### config.mk
export PLATFORM = sky130hd
export DESIGN_NAME = spi_master_drv
export DESIGN_NICKNAME = d
export VERILOG_FILES = /design/src/rtl/spi_pkg.sv /design/src/rtl/spi_frame_shifter.sv /design/src/rtl/spi_master_drv.sv
export SDC_FILE = /design/constraint.sdc
export NUM_CORES = 1
export LEC_CHECK = 0
export BUFFER_PORTS_ARGS = -buffer_cell sky130_fd_sc_hd__buf_2
export CELL_PAD_IN_SITES_DETAIL_PLACEMENT = 1
export CELL_PAD_IN_SITES_GLOBAL_PLACEMENT = 1
export CORE_ASPECT_RATIO = 0.75
export CORE_MARGIN = 5
export CORE_UTILIZATION = 50
export CTS_BUF_LIST = sky130_fd_sc_hd__clkbuf_8
export CTS_CLUSTER_DIAMETER = 120
export DETAILED_ROUTE_END_ITERATION = 8
export HOLD_SLACK_MARGIN = 0.15
export PLACE_DENSITY = 0.91
export SYNTH_ARGS = -nofsm -noshare
export SYNTH_HDL_FRONTEND = slang
export SYNTH_SLANG_ARGS = --single-unit
### constraint.sdc
create_clock -name clk -period 3.5 [get_ports clk]
set_input_delay 1.05 -clock clk [delete_from_list [all_inputs] [get_ports clk]]
set_output_delay 1.05 -clock clk [all_outputs]
set_load 0.005 [all_outputs]
### src/rtl/spi_pkg.sv
// Shared definitions for the command-driven SPI master.
// Provides the command opcode and master state encodings plus the frame
// header widths used to size the serial frame.
package spi_pkg;

  typedef enum logic [1:0] {
    WR_ADDR = 2'b00,
    WR_DATA = 2'b01,
    RD_ADDR = 2'b10,
    RD_DATA = 2'b11
  } spi_op_e;

  typedef enum logic [2:0] {
    IDLE  = 3'd0,
    SHIFT = 3'd1,
    TURN  = 3'd2,
    RECV  = 3'd3,
    GAP   = 3'd4
  } state_e;

  localparam int CTRL_BITS = 1;
  localparam int OP_BITS   = 2;

  // Serial frame as sent on MOSI, MSB first: control bit (op[1]), opcode, payload.
  function automatic logic [CTRL_BITS+OP_BITS+7:0] build_frame8(input logic [1:0] op,
                                                               input logic [7:0] payload);
    return {op[1], op, payload};
  endfunction

endpackage

### src/rtl/spi_frame_shifter.sv
// Parallel-load, MSB-first shift register with serial in.
// Ports:
//   clk, rst_n   clock, async active-low reset
//   load_i       load load_val_i (has priority over shift_i)
//   load_val_i   parallel load value
//   shift_i      shift left by one, sin_i enters at the LSB
//   sin_i        serial input
//   next_o       value the register takes at the next clock edge
// next_o lets the owner register a serial output (or capture a completed word)
// in the same edge that the shift happens, without an extra pipeline stage.
module spi_frame_shifter #(
  parameter int W = 8
) (
  input  logic         clk,
  input  logic         rst_n,
  input  logic         load_i,
  input  logic [W-1:0] load_val_i,
  input  logic         shift_i,
  input  logic         sin_i,
  output logic [W-1:0] next_o
);

  logic [W-1:0] sr_q, sr_d;

  always_comb begin
    sr_d = sr_q;
    if (load_i) begin
      sr_d = load_val_i;
    end else if (shift_i) begin
      sr_d = {sr_q[W-2:0], sin_i};
    end
  end

  always_ff @(posedge clk or negedge rst_n) begin
    if (!rst_n) begin
      sr_q <= '0;
    end else begin
      sr_q <= sr_d;
    end
  end

  assign next_o = sr_d;

endmodule

### src/rtl/spi_master_drv.sv
// Command-driven SPI master. One command per valid/ready handshake is
// serialised as {op[1], op, payload} on SS_n/MOSI (one bit per clk); RD_DATA
// frames then wait TURNAROUND cycles and capture DATA_W bits from MISO.
// Ports:
//   clk, rst_n            clock, async active-low reset
//   cmd_valid/cmd_ready   command handshake (ready only in IDLE)
//   cmd_op, cmd_payload   opcode and address/data, sampled at accept
//   rsp_valid, rsp_data   1-cycle pulse with the captured read byte (data held)
//   proto_err             1-cycle pulse: RD_DATA without a preceding RD_ADDR
//   busy                  ~cmd_ready
//   SS_n, MOSI, MISO      serial interface (SS_n and MOSI registered)
//
// state | meaning
// IDLE  | waiting for a command, cmd_ready=1
// SHIFT | sending the DATA_W+3 frame bits on MOSI
// TURN  | RD_DATA only: TURNAROUND idle cycles before the reply
// RECV  | RD_DATA only: sampling DATA_W bits of MISO
// GAP   | SS_n high for GAP_CYCLES; read result presented on entry
module spi_master_drv
  import spi_pkg::*;
#(
  parameter int DATA_W     = 8,
  parameter int TURNAROUND = 2,
  parameter int GAP_CYCLES = 1
) (
  input  logic              clk,
  input  logic              rst_n,
  input  logic              cmd_valid,
  output logic              cmd_ready,
  input  logic [1:0]        cmd_op,
  input  logic [DATA_W-1:0] cmd_payload,
  output logic              rsp_valid,
  output logic [DATA_W-1:0] rsp_data,
  output logic              proto_err,
  output logic              busy,
  output logic              SS_n,
  output logic              MOSI,
  input  logic              MISO
);

  localparam int FRAME_W = CTRL_BITS + OP_BITS + DATA_W;
  localparam int CNT_W   = $clog2(FRAME_W);

  localparam logic [CNT_W-1:0] SHIFT_LAST = CNT_W'(FRAME_W - 1);
  localparam logic [CNT_W-1:0] TURN_LAST  = CNT_W'(TURNAROUND - 1);
  localparam logic [CNT_W-1:0] RECV_LAST  = CNT_W'(DATA_W - 1);
  localparam logic [CNT_W-1:0] GAP_LAST   = CNT_W'(GAP_CYCLES - 1);

  state_e              state_q, state_d;
  logic [CNT_W-1:0]    cnt_q, cnt_d;
  logic [1:0]          op_q, op_d;
  logic                ss_n_q, ss_n_d;
  logic                mosi_q, mosi_d;
  logic                rsp_valid_q, rsp_valid_d;
  logic [DATA_W-1:0]   rsp_data_q, rsp_data_d;
  logic                proto_err_q, proto_err_d;
  logic                seen_q, seen_d;

  logic                tx_load;
  logic [FRAME_W-1:0]  tx_next;
  logic [DATA_W-1:0]   rx_next;
  logic                unused_tx;

  spi_frame_shifter #(.W(FRAME_W)) u_tx (
    .clk        (clk),
    .rst_n      (rst_n),
    .load_i     (tx_load),
    .load_val_i ({cmd_op[1], cmd_op, cmd_payload}),
    .shift_i    (state_q == SHIFT),
    .sin_i      (1'b0),
    .next_o     (tx_next)
  );

  spi_frame_shifter #(.W(DATA_W)) u_rx (
    .clk        (clk),
    .rst_n      (rst_n),
    .load_i     (1'b0),
    .load_val_i ('0),
    .shift_i    (state_q == RECV),
    .sin_i      (MISO),
    .next_o     (rx_next)
  );

  // Only the bit about to appear on MOSI is needed from the TX shifter.
  assign unused_tx = ^tx_next[FRAME_W-2:0];

  always_comb begin
    state_d     = state_q;
    cnt_d       = cnt_q;
    op_d        = op_q;
    ss_n_d      = ss_n_q;
    rsp_valid_d = 1'b0;
    rsp_data_d  = rsp_data_q;
    proto_err_d = 1'b0;
    seen_d      = seen_q;
    tx_load     = 1'b0;
    case (state_q)
      IDLE: begin
        if (cmd_valid) begin
          tx_load     = 1'b1;
          op_d        = cmd_op;
          state_d     = SHIFT;
          cnt_d       = SHIFT_LAST;
          ss_n_d      = 1'b0;
          proto_err_d = (cmd_op == RD_DATA) && !seen_q;
        end
      end
      SHIFT: begin
        if (cnt_q == '0) begin
          if (op_q == RD_DATA) begin
            state_d = TURN;
            cnt_d   = TURN_LAST;
          end else begin
            state_d = GAP;
            cnt_d   = GAP_LAST;
            ss_n_d  = 1'b1;
            if (op_q == RD_ADDR) begin
              seen_d = 1'b1;
            end
          end
        end else begin
          cnt_d = cnt_q - CNT_W'(1);
        end
      end
      TURN: begin
        if (cnt_q == '0) begin
          state_d = RECV;
          cnt_d   = RECV_LAST;
        end else begin
          cnt_d = cnt_q - CNT_W'(1);
        end
      end
      RECV: begin
        if (cnt_q == '0) begin
          // rx_next already contains the MISO bit sampled at this edge.
          state_d     = GAP;
          cnt_d       = GAP_LAST;
          ss_n_d      = 1'b1;
          rsp_valid_d = 1'b1;
          rsp_data_d  = rx_next;
          seen_d      = 1'b0;
        end else begin
          cnt_d = cnt_q - CNT_W'(1);
        end
      end
      GAP: begin
        if (cnt_q == '0) begin
          state_d = IDLE;
        end else begin
          cnt_d = cnt_q - CNT_W'(1);
        end
      end
      default: begin
        state_d = IDLE;
        ss_n_d  = 1'b1;
      end
    endcase
    mosi_d = (state_d == SHIFT) ? tx_next[FRAME_W-1] : 1'b0;
  end

  always_ff @(posedge clk or negedge rst_n) begin
    if (!rst_n) begin
      state_q     <= IDLE;
      cnt_q       <= '0;
      op_q        <= 2'b00;
      ss_n_q      <= 1'b1;
      mosi_q      <= 1'b0;
      rsp_valid_q <= 1'b0;
      rsp_data_q  <= '0;
      proto_err_q <= 1'b0;
      seen_q      <= 1'b0;
    end else begin
      state_q     <= state_d;
      cnt_q       <= cnt_d;
      op_q        <= op_d;
      ss_n_q      <= ss_n_d;
      mosi_q      <= mosi_d;
      rsp_valid_q <= rsp_valid_d;
      rsp_data_q  <= rsp_data_d;
      proto_err_q <= proto_err_d;
      seen_q      <= seen_d;
    end
  end

  assign cmd_ready = (state_q == IDLE);
  assign busy      = ~cmd_ready;
  assign rsp_valid = rsp_valid_q;
  assign rsp_data  = rsp_data_q;
  assign proto_err = proto_err_q;
  assign SS_n      = ss_n_q;
  assign MOSI      = mosi_q;

endmodule

# Word level (Yosys, flattened, before mapping)
# Cells that the tools add are included.
# Widths: inputs -> output; s select.
# totals
register_bits,41
inputBits,14
out_inout_bits,14
word_cells,76
# classes
addsub,1
eq_ne,14
n_mux,34
n_bitwise,2
reduce_logical,13
# op_table
cell,count
$mux 11,2
$mux 4,5
$pmux 4 s5,1
$mux 3,6
$mux 1,16
$pmux 3 s5,1
$ne 2x2->1 const B,6
$reduce_and 5->1,2
$mux 8,1
$eq 2x2->1 const B,3
$eq 3x1->1 const B,2
$eq 3x2->1 const B,2
$reduce_bool 5->1,1
$logic_not 4->1,1
$pmux 1 s4,1
$reduce_and 2->1,2
$reduce_bool 2->1,2
$sub 4x1->4 const B,1
$eq 3x3->1 const B,1
$logic_not 3->1,1
$reduce_and 3->1,1
$not 1->1,2
$pmux 1 s2,1
$reduce_or 2->1,1
other kinds (2),2

# Depth between registers and ports, before layout
# Gate-level depths: netlist of the first run.
# depth
depth_word,6
mapped_depth,8
depth_no_buf,6

# Cells and area by module
# Synthesis of the first run repeated with hierarchy kept, for this count alone.
# unflattened
cells_unflattened,190
area_unflattened_um2,2014.4
# modules_own_cells
module,n_inst,cells_each,area_per_inst_um2
spi_master_drv,1,109,1138.6
spi_frame_shifter at u_tx,1,47,503.0
spi_frame_shifter at u_rx,1,34,372.9

# Worst setup path after synthesis of the first run
# OpenSTA, ideal clock, no wires.
# synth_path
path_kind,input to register
start,in cmd_valid
end,"reg mosi_q, in the netlist MOSI"
setup_time_ns,0.120
arrival_time_ns,1.891
t_required_ns,3.380
setup_slack_ns,1.489
path_stages,5
n_path_buf,1
cell_sequence,or4b_1 > buf_2 > nor2_1 > a21oi_2 > o211a_1
# synth_via
elab_chain_cells,4
elab_cells_between_ends,7
cone_classes,eq/ne: 1; mux: 6
# synth_rtl
item,line_no,text
"start, declared",spi_master_drv.sv:28,"input logic cmd_valid,"
$mux 1,spi_master_drv.sv:99,if (cmd_valid) begin
$mux 1,spi_master_drv.sv:97,case (state_q)
$mux 11,spi_frame_shifter.sv:27,if (load_i) begin
via tx_next[10],spi_master_drv.sv:60,logic [FRAME_W-1:0] tx_next;
$mux 1,spi_master_drv.sv:158,mosi_d = (state_d == SHIFT) ? tx_next[FRAME_W-1] : 1'b0;
via mosi_d,spi_master_drv.sv:53,"logic mosi_q, mosi_d;"
"end signal, assigned",spi_master_drv.sv:177,mosi_q <= mosi_d;
"end, declared",spi_master_drv.sv:53,
# The timed path passes the listed nets, and every way through them passes these cells.
# A chain may end at the register's enable or synchronous reset.

# Worst setup path in the final report of the first run
# layout_path
start,reg state_q[2]
end,out cmd_ready
# layout_via
elab_chain_cells,1
# layout_rtl
item,line_no,text
"start, declared",spi_master_drv.sv:49,"state_e state_q, state_d;"
"start signal, assigned",spi_master_drv.sv:173,state_q <= state_d;
$logic_not 3->1,spi_master_drv.sv:185,assign cmd_ready = (state_q == IDLE);
"end, declared",spi_master_drv.sv:29,"output logic cmd_ready,"
# No other way between the ends.

==> results.md, run 1 <==
- Area share of the largest cell type after synthesis: 0.5111
- Root buffer cell: clkbuf_8
- Lkg Pwr: 0.001119 uW
- Initial antenna violation count: 0
- Main area contributors after synthesis: dfrtp_1 51%, mux2_2 8.8%, a22o_1 3.2%, mux2i_1 3.1%, o21ai_0 2.4%
- Placed inst area: between 2000 and 2500 um2
- Setup violators final: 0
- Final period util: 0.7327
- Max-slew headroom: 0.4096
- Starting DRC count in detailed routing: roughly 140
- Post-CTS Resized: 0
- Setup TNS: 0 ns
- Number of global-route vias before repair: 1426
- Vias/cell: between 5 and 6
- Crit-path slowest cell: dfrtp_1
- Clock Latency Late Sink: just under 0.3 ns
- Worst min path class: register to register
- Final slew viol count: 0
- Share of layout cells above drive strength 1: 0.3508
- Pin count of the biggest net entering global routing: between 40 and 50
- PortBufs: 27
- Seq/Total Area, Yosys: 0.5249
- Clock-pin slew of the registers on the worst-case setup and hold paths: approximately 0.08 ns
- Yosys cell types: 47
- Worst endpoint required time: between 2 and 2.5 ns
- CP Max Fanout: 21
- CTS tree: yes
- Max_cap viols: 0
- Kind of critical path: register to output pin
- Post-synth top cells: 39 x dfrtp_1, 15 x mux2_2, 10 x nand2_1, 9 x o21ai_0, 8 x nor2_1
- Synth Net Count: 179
- RSZ-0062 raised after global routing: no
- Die height: between 60 and 70 um
- Avg Inst Size Synth: between 10 and 15 um2
- Post-route ant nets: 0
- Worst Path Buf+Inv: 2
- Outcome: complete, no violations
- Pre-antenna DRT Iters: 4
- Total Routing Usage GR: 0.1781
- Minimum clock period: 2.564 ns
- Critical path, cell by cell: or3_4 -> inv_2 -> buf_2
- Fill cells: 422
- Die ar.: a little over 5000 um2
- Clock Skew: around 0.0048 ns
- Total CTS buffers: 5
- Top_reg_cell synth: dfrtp_1
- NumNets Final: roughly 200
- VDD IR max: around 0.36 mV
- CTS HTree Levels: 2
- Hold buffer count at CTS: 0
- Synth Warn #: 0
- Fmax: 390.0 MHz
- First-pass GRT wire length: about 7100 um
- Final hold vios: 0
- Final Cell Area: 2166 um2
- Least-Margin Pin Slew: ~0.89 ns
- Mapped Cells: approximately 160
- Number of flops mapped to enable cells by yosys: 0
- Area Growth Syn to Fin: 13.43%
- Yosys reg bits: 40
- Via count: between 1k and 1.5k
- Asr flop ratio synth: 1.000
- CP delay by family, top: flip-flops
- Final HPWL DP: 2972 um
- # clock sinks: 40
- Num ports: 28
- Area leader, netlist: dfrtp_1
- CP Capture Type: output pin
- GP Congestion: a little over 0.8
- Post-CTS Setup Inserts: 0
- Fin util: 0.5916
- # diodes: 0
- Most frequent cell after synthesis: dfrtp_1
- Drt drc: 0
- WL/cell: approximately 17 um
- Crit path DAT: around 1.5 ns
- Overflow after GRT: 0
- CP Launch Type: register
- Clock buffer depth: 2
- Chip width: about 81 um
- Final WL: ~4200 um
- Total core area: about 3700 um2
- Slowest stage delay, CP: 0.63 ns
- PD cells: 832.2 nW/um2
- # rows: 19
- Mapped Area: 1909 um2
- Starting Density: 0.5215
==> cell families (layout without fill, tap and decap cells) <==
family,after synthesis,in the layout,share of synthesized area
DFF,40,40,0.5249
adders and majority gates,1,1,0.006552
and+or+nand+nor,47,47,0.1481
AOI/OAI and AO/OA,40,40,0.1481
muxes,21,21,0.1199
buffers and inverters,14,41,0.04783
xor gates and xnor gates,1,1,0.004588
==> power by group <==
part / switching, uW / leakage, uW / total, uW / internal, uW
Combinational: 335 / 0.000538 / 661 / 326
Sequential: 133 / 0.000520 / 747 / 615
Clock: 160 / 0.0000614 / 394 / 233
Total: 628 / 0.00112 / 1800 / 1170
==> sequential cells by signal, summed over array words and instances (netlist names) <==
register	flops
MOSI	1
SS_n	1
cnt_q	4
op_q	2
proto_err	1
rsp_data	8
rsp_valid	1
seen_q	1
state_q	3
u_rx.sr_q	7
u_tx.sr_q	11
==> layout by cell type, fill, tap and decap left out, types with 3 or more instances in the layout <==
cell type,count
a21o_1,3
a21o_2,4
a21oi_1,7
a22o_1,7
buf_2,27
clkbuf_8,6
dfrtp_1,39
inv_1,4
mux2_2,15
mux2i_1,6
nand2_1,10
nand3_1,3
nor2_1,8
nor2b_1,5
nor3b_1,3
o21ai_0,9
==> layer usage <==
layer / routed length (um) / vias up / global-route usage
li1: - / 636 / -
met1: 1917 / 693 / 0.2432
met2: 2048 / 29 / 0.2764
met3: 201 / 4 / 0.04843
met4: 33 / 0 / 0.04852
met5: 0 / - / 0
==> path summary, 6_finish.rpt <==
check,slack [ns],endpoint,cells past startpoint,startpoint
worst max register to register,1.43,rsp_data[7],5,cnt_q[0]
min in group asynchronous,0.88,rsp_data[1],1,rst_n
worst max-delay path,0.94,cmd_ready,3,state_q[2]
max in group asynchronous,2.06,MOSI,1,rst_n
worst min-delay path,0.47,proto_err,1,seen_q
worst min register to register,0.47,proto_err,1,seen_q
==> metrics by stage <==
step / total power [uW] / hold slack [ns] / worst slack (ns) / cells
after floorplan: 1241 / 0.4088 / 1.489 / 164
after global placement: 1354 / 0.4448 / 1.286 / 235
after detailed placement: 1417 / 0.4420 / 1.164 / 235
after CTS: 1817 / 0.4668 / 0.9301 / 243
after global routing: 1934 / 0.4844 / 0.8667 / 243
final: 1802 / 0.4729 / 0.9357 / 243
==> area by class of cell <==
cell class                      instances  area, um2  share of cell area
Inverter                                5      18.77            0.008666
Clock inverter                          2      38.79             0.01791
Sequential cell                        40       1002              0.4627
Tap cell                               52      65.06             0.03004
Clock buffer                            6      82.58             0.03813
Timing Repair Buffer                   28      142.6             0.06586
Multi-Input combinational cell        110      815.8              0.3767
Power figures use the tool's default switching activity.
==> run 2: changes to the inputs <==
--- a/config.mk
+++ b/config.mk
@@ -10,12 +10,12 @@
 export CELL_PAD_IN_SITES_GLOBAL_PLACEMENT = 1
 export CORE_ASPECT_RATIO = 0.75
 export CORE_MARGIN = 5
-export CORE_UTILIZATION = 50
+export CORE_UTILIZATION = 42
 export CTS_BUF_LIST = sky130_fd_sc_hd__clkbuf_8
 export CTS_CLUSTER_DIAMETER = 120
 export DETAILED_ROUTE_END_ITERATION = 8
 export HOLD_SLACK_MARGIN = 0.15
-export PLACE_DENSITY = 0.91
+export PLACE_DENSITY = 0.82
 export SYNTH_ARGS = -nofsm -noshare
 export SYNTH_HDL_FRONTEND = slang
 export SYNTH_SLANG_ARGS = --single-unit
==> constraint.sdc (replaced) <==
create_clock -name clk -period 2.2 [get_ports clk]
set_input_delay 0.66 -clock clk [delete_from_list [all_inputs] [get_ports clk]]
set_output_delay 0.66 -clock clk [all_outputs]
set_load 0.005 [all_outputs]
==> results.md, run 2 (synthesis gave the netlist of run 1 again) <==
- PD cells: 1306 nW/um2
- Minimum clock period: around 2.1 ns
- Most common cell after layout, fill and taps aside: dfrtp_1
- Area Growth Syn to Fin: 14.48%
- First-pass GRT wire length: between 7000 and 8000 um
- Least-Margin Pin Slew: just over 0.6 ns
- Post-route ant nets: 0
- Met3 Use GR: 0.03610
- Vias/cell: roughly 5.5
- Pin count of the biggest net entering global routing: 24
- Kind of critical path: register to output pin
- Final HPWL DP: approximately 3300 um
- Fill cells: 492
- Placed inst area: between 2000 and 2500 um2
- CP Launch Type: register
- Outcome: complete, no violations
- Max_cap viols: 0
- Met2 Resource Use GR: 0.2942
- Setup TNS: 0 ns
- Most frequent cells in the layout: 39 x dfrtp_1, 27 x buf_2, 15 x mux2_2
- Num ports: 28
- Worst min path class: input port to asynchronous set/reset pin
- Final Cell Area: between 2000 and 2500 um2
- # rows: 21
- Total Routing Usage GR: 0.1663
- NumNets Final: slightly above 200
- Starting Density: 0.4300
- Number of global-route vias before repair: around 1.5k
- Met1 Track Usage GR: 0.2048
- Worst endpoint required time: 1.54 ns
- Crit path DAT: around 1.5 ns
- PortBufs: 27
- Root buffer cell: clkbuf_8
- Die ar.: 6008 um2
- Post-CTS Setup Inserts: 0
- Final period util: 0.9657
- Final hold vios: 0
- Overflow after GRT: 0
- Initial antenna violation count: 0
- Biggest register: u_tx.sr_q
- Drt drc: 0
- Pre-antenna DRT Iters: 4
- Hold buffer count at CTS: 0
- Most Crowded Layer GR: met2
- Starting DRC count in detailed routing: 89
- RSZ-0062 raised after global routing: no
- GP Congestion: between 0.7 and 0.8
- Number of flip-flops in the largest register: 11
- Clock Latency Late Sink: ~0.28 ns
- Final slew viol count: 0
- Die height: 68.39 um
- Chip width: 87.86 um
- CP Capture Type: output pin
- # clock sinks: 40
- Fmax: approximately 470 MHz
- VDD IR max: roughly 0.53 mV
- CTS tree: yes
- Clock buffer depth: 2
- # diodes: 0
- Final WL: between 4000 and 5000 um
- Share of layout cells above drive strength 1: 0.3523
- Max-slew headroom: 0.5922
- Setup violators final: 0
- Via count: about 1.4k
- Post-CTS Resized: 0
- Fin util: 0.4923
- Lkg Pwr: 0.001132 uW
- Clock-pin slew of the registers on the worst-case setup and hold paths: around 0.080 ns
- Total core area: 4441 um2
- CTS HTree Levels: 2
- WL/cell: about 18 um
- CP Max Fanout: 13
- Clock Skew: approximately 0.0015 ns
- Total CTS buffers: 5
-- run 2: cell types whose count changed in the layout (fill, tap and decap cells not counted), sizes merged --
cell    change
buf         +2
inv         +1
clkbuf      -1
-- run 2: per-stage QoR --
step                std cells  setup slack [ns]  total power (uW)  hold WS, ns
floorplan                 164            0.4401              1974       0.3644
global placement          242            0.2781              2184       0.4515
detailed placement        242            0.1103              2287       0.4640
CTS                       250           0.07006              2882       0.3173
global route              250          0.003520              3065       0.3379
finish                    250           0.07556              2854       0.3112
-- run 2: layout make-up --
cell class / count / area, um2 / share of cell area
inverter: 5 / 18.77 / 0.008586
sequential: 40 / 1002 / 0.4585
clock inverter: 3 / 38.79 / 0.01774
clock buffer: 5 / 68.82 / 0.03148
tap: 57 / 71.32 / 0.03263
multi-input combinational: 110 / 815.8 / 0.3732
timing repair buffer: 30 / 170.2 / 0.07785
-- run 2: routing by layer --
| metal | vias up | routed length, um |
|---|---|---|
| met1 | 697 | 1897 |
| met5 | - | 0 |
| li1 | 646 | - |
| met3 | 6 | 205 |
| met2 | 33 | 2227 |
| met4 | 0 | 61 |
-- run 2: report_power, final --
part           switching, uW  total, uW  internal (uW)
Sequential               199       1180            978
Clock                    250        582            332
Combinational            565       1090            530
-- run 2: worst paths after layout --
kind                                 start           end  slack, ns  cells after the start
worst max-delay path            state_q[1]     cmd_ready       0.08                      3
worst min-delay path                 rst_n      cnt_q[0]       0.31                      1
worst max register to register    cnt_q[0]   rsp_data[6]       0.10                      5
worst min register to register      seen_q     proto_err       0.46                      1
max in group asynchronous            rst_n  u_rx.sr_q[3]       1.42                      2
min in group clk                    seen_q     proto_err       0.46                      1
-- run 2: critical path, cell delays in order, from the launching register on --
cell	delay, ns
dfrtp_1	0.56
or3_4	0.45
inv_2	0.07
buf_2	0.11
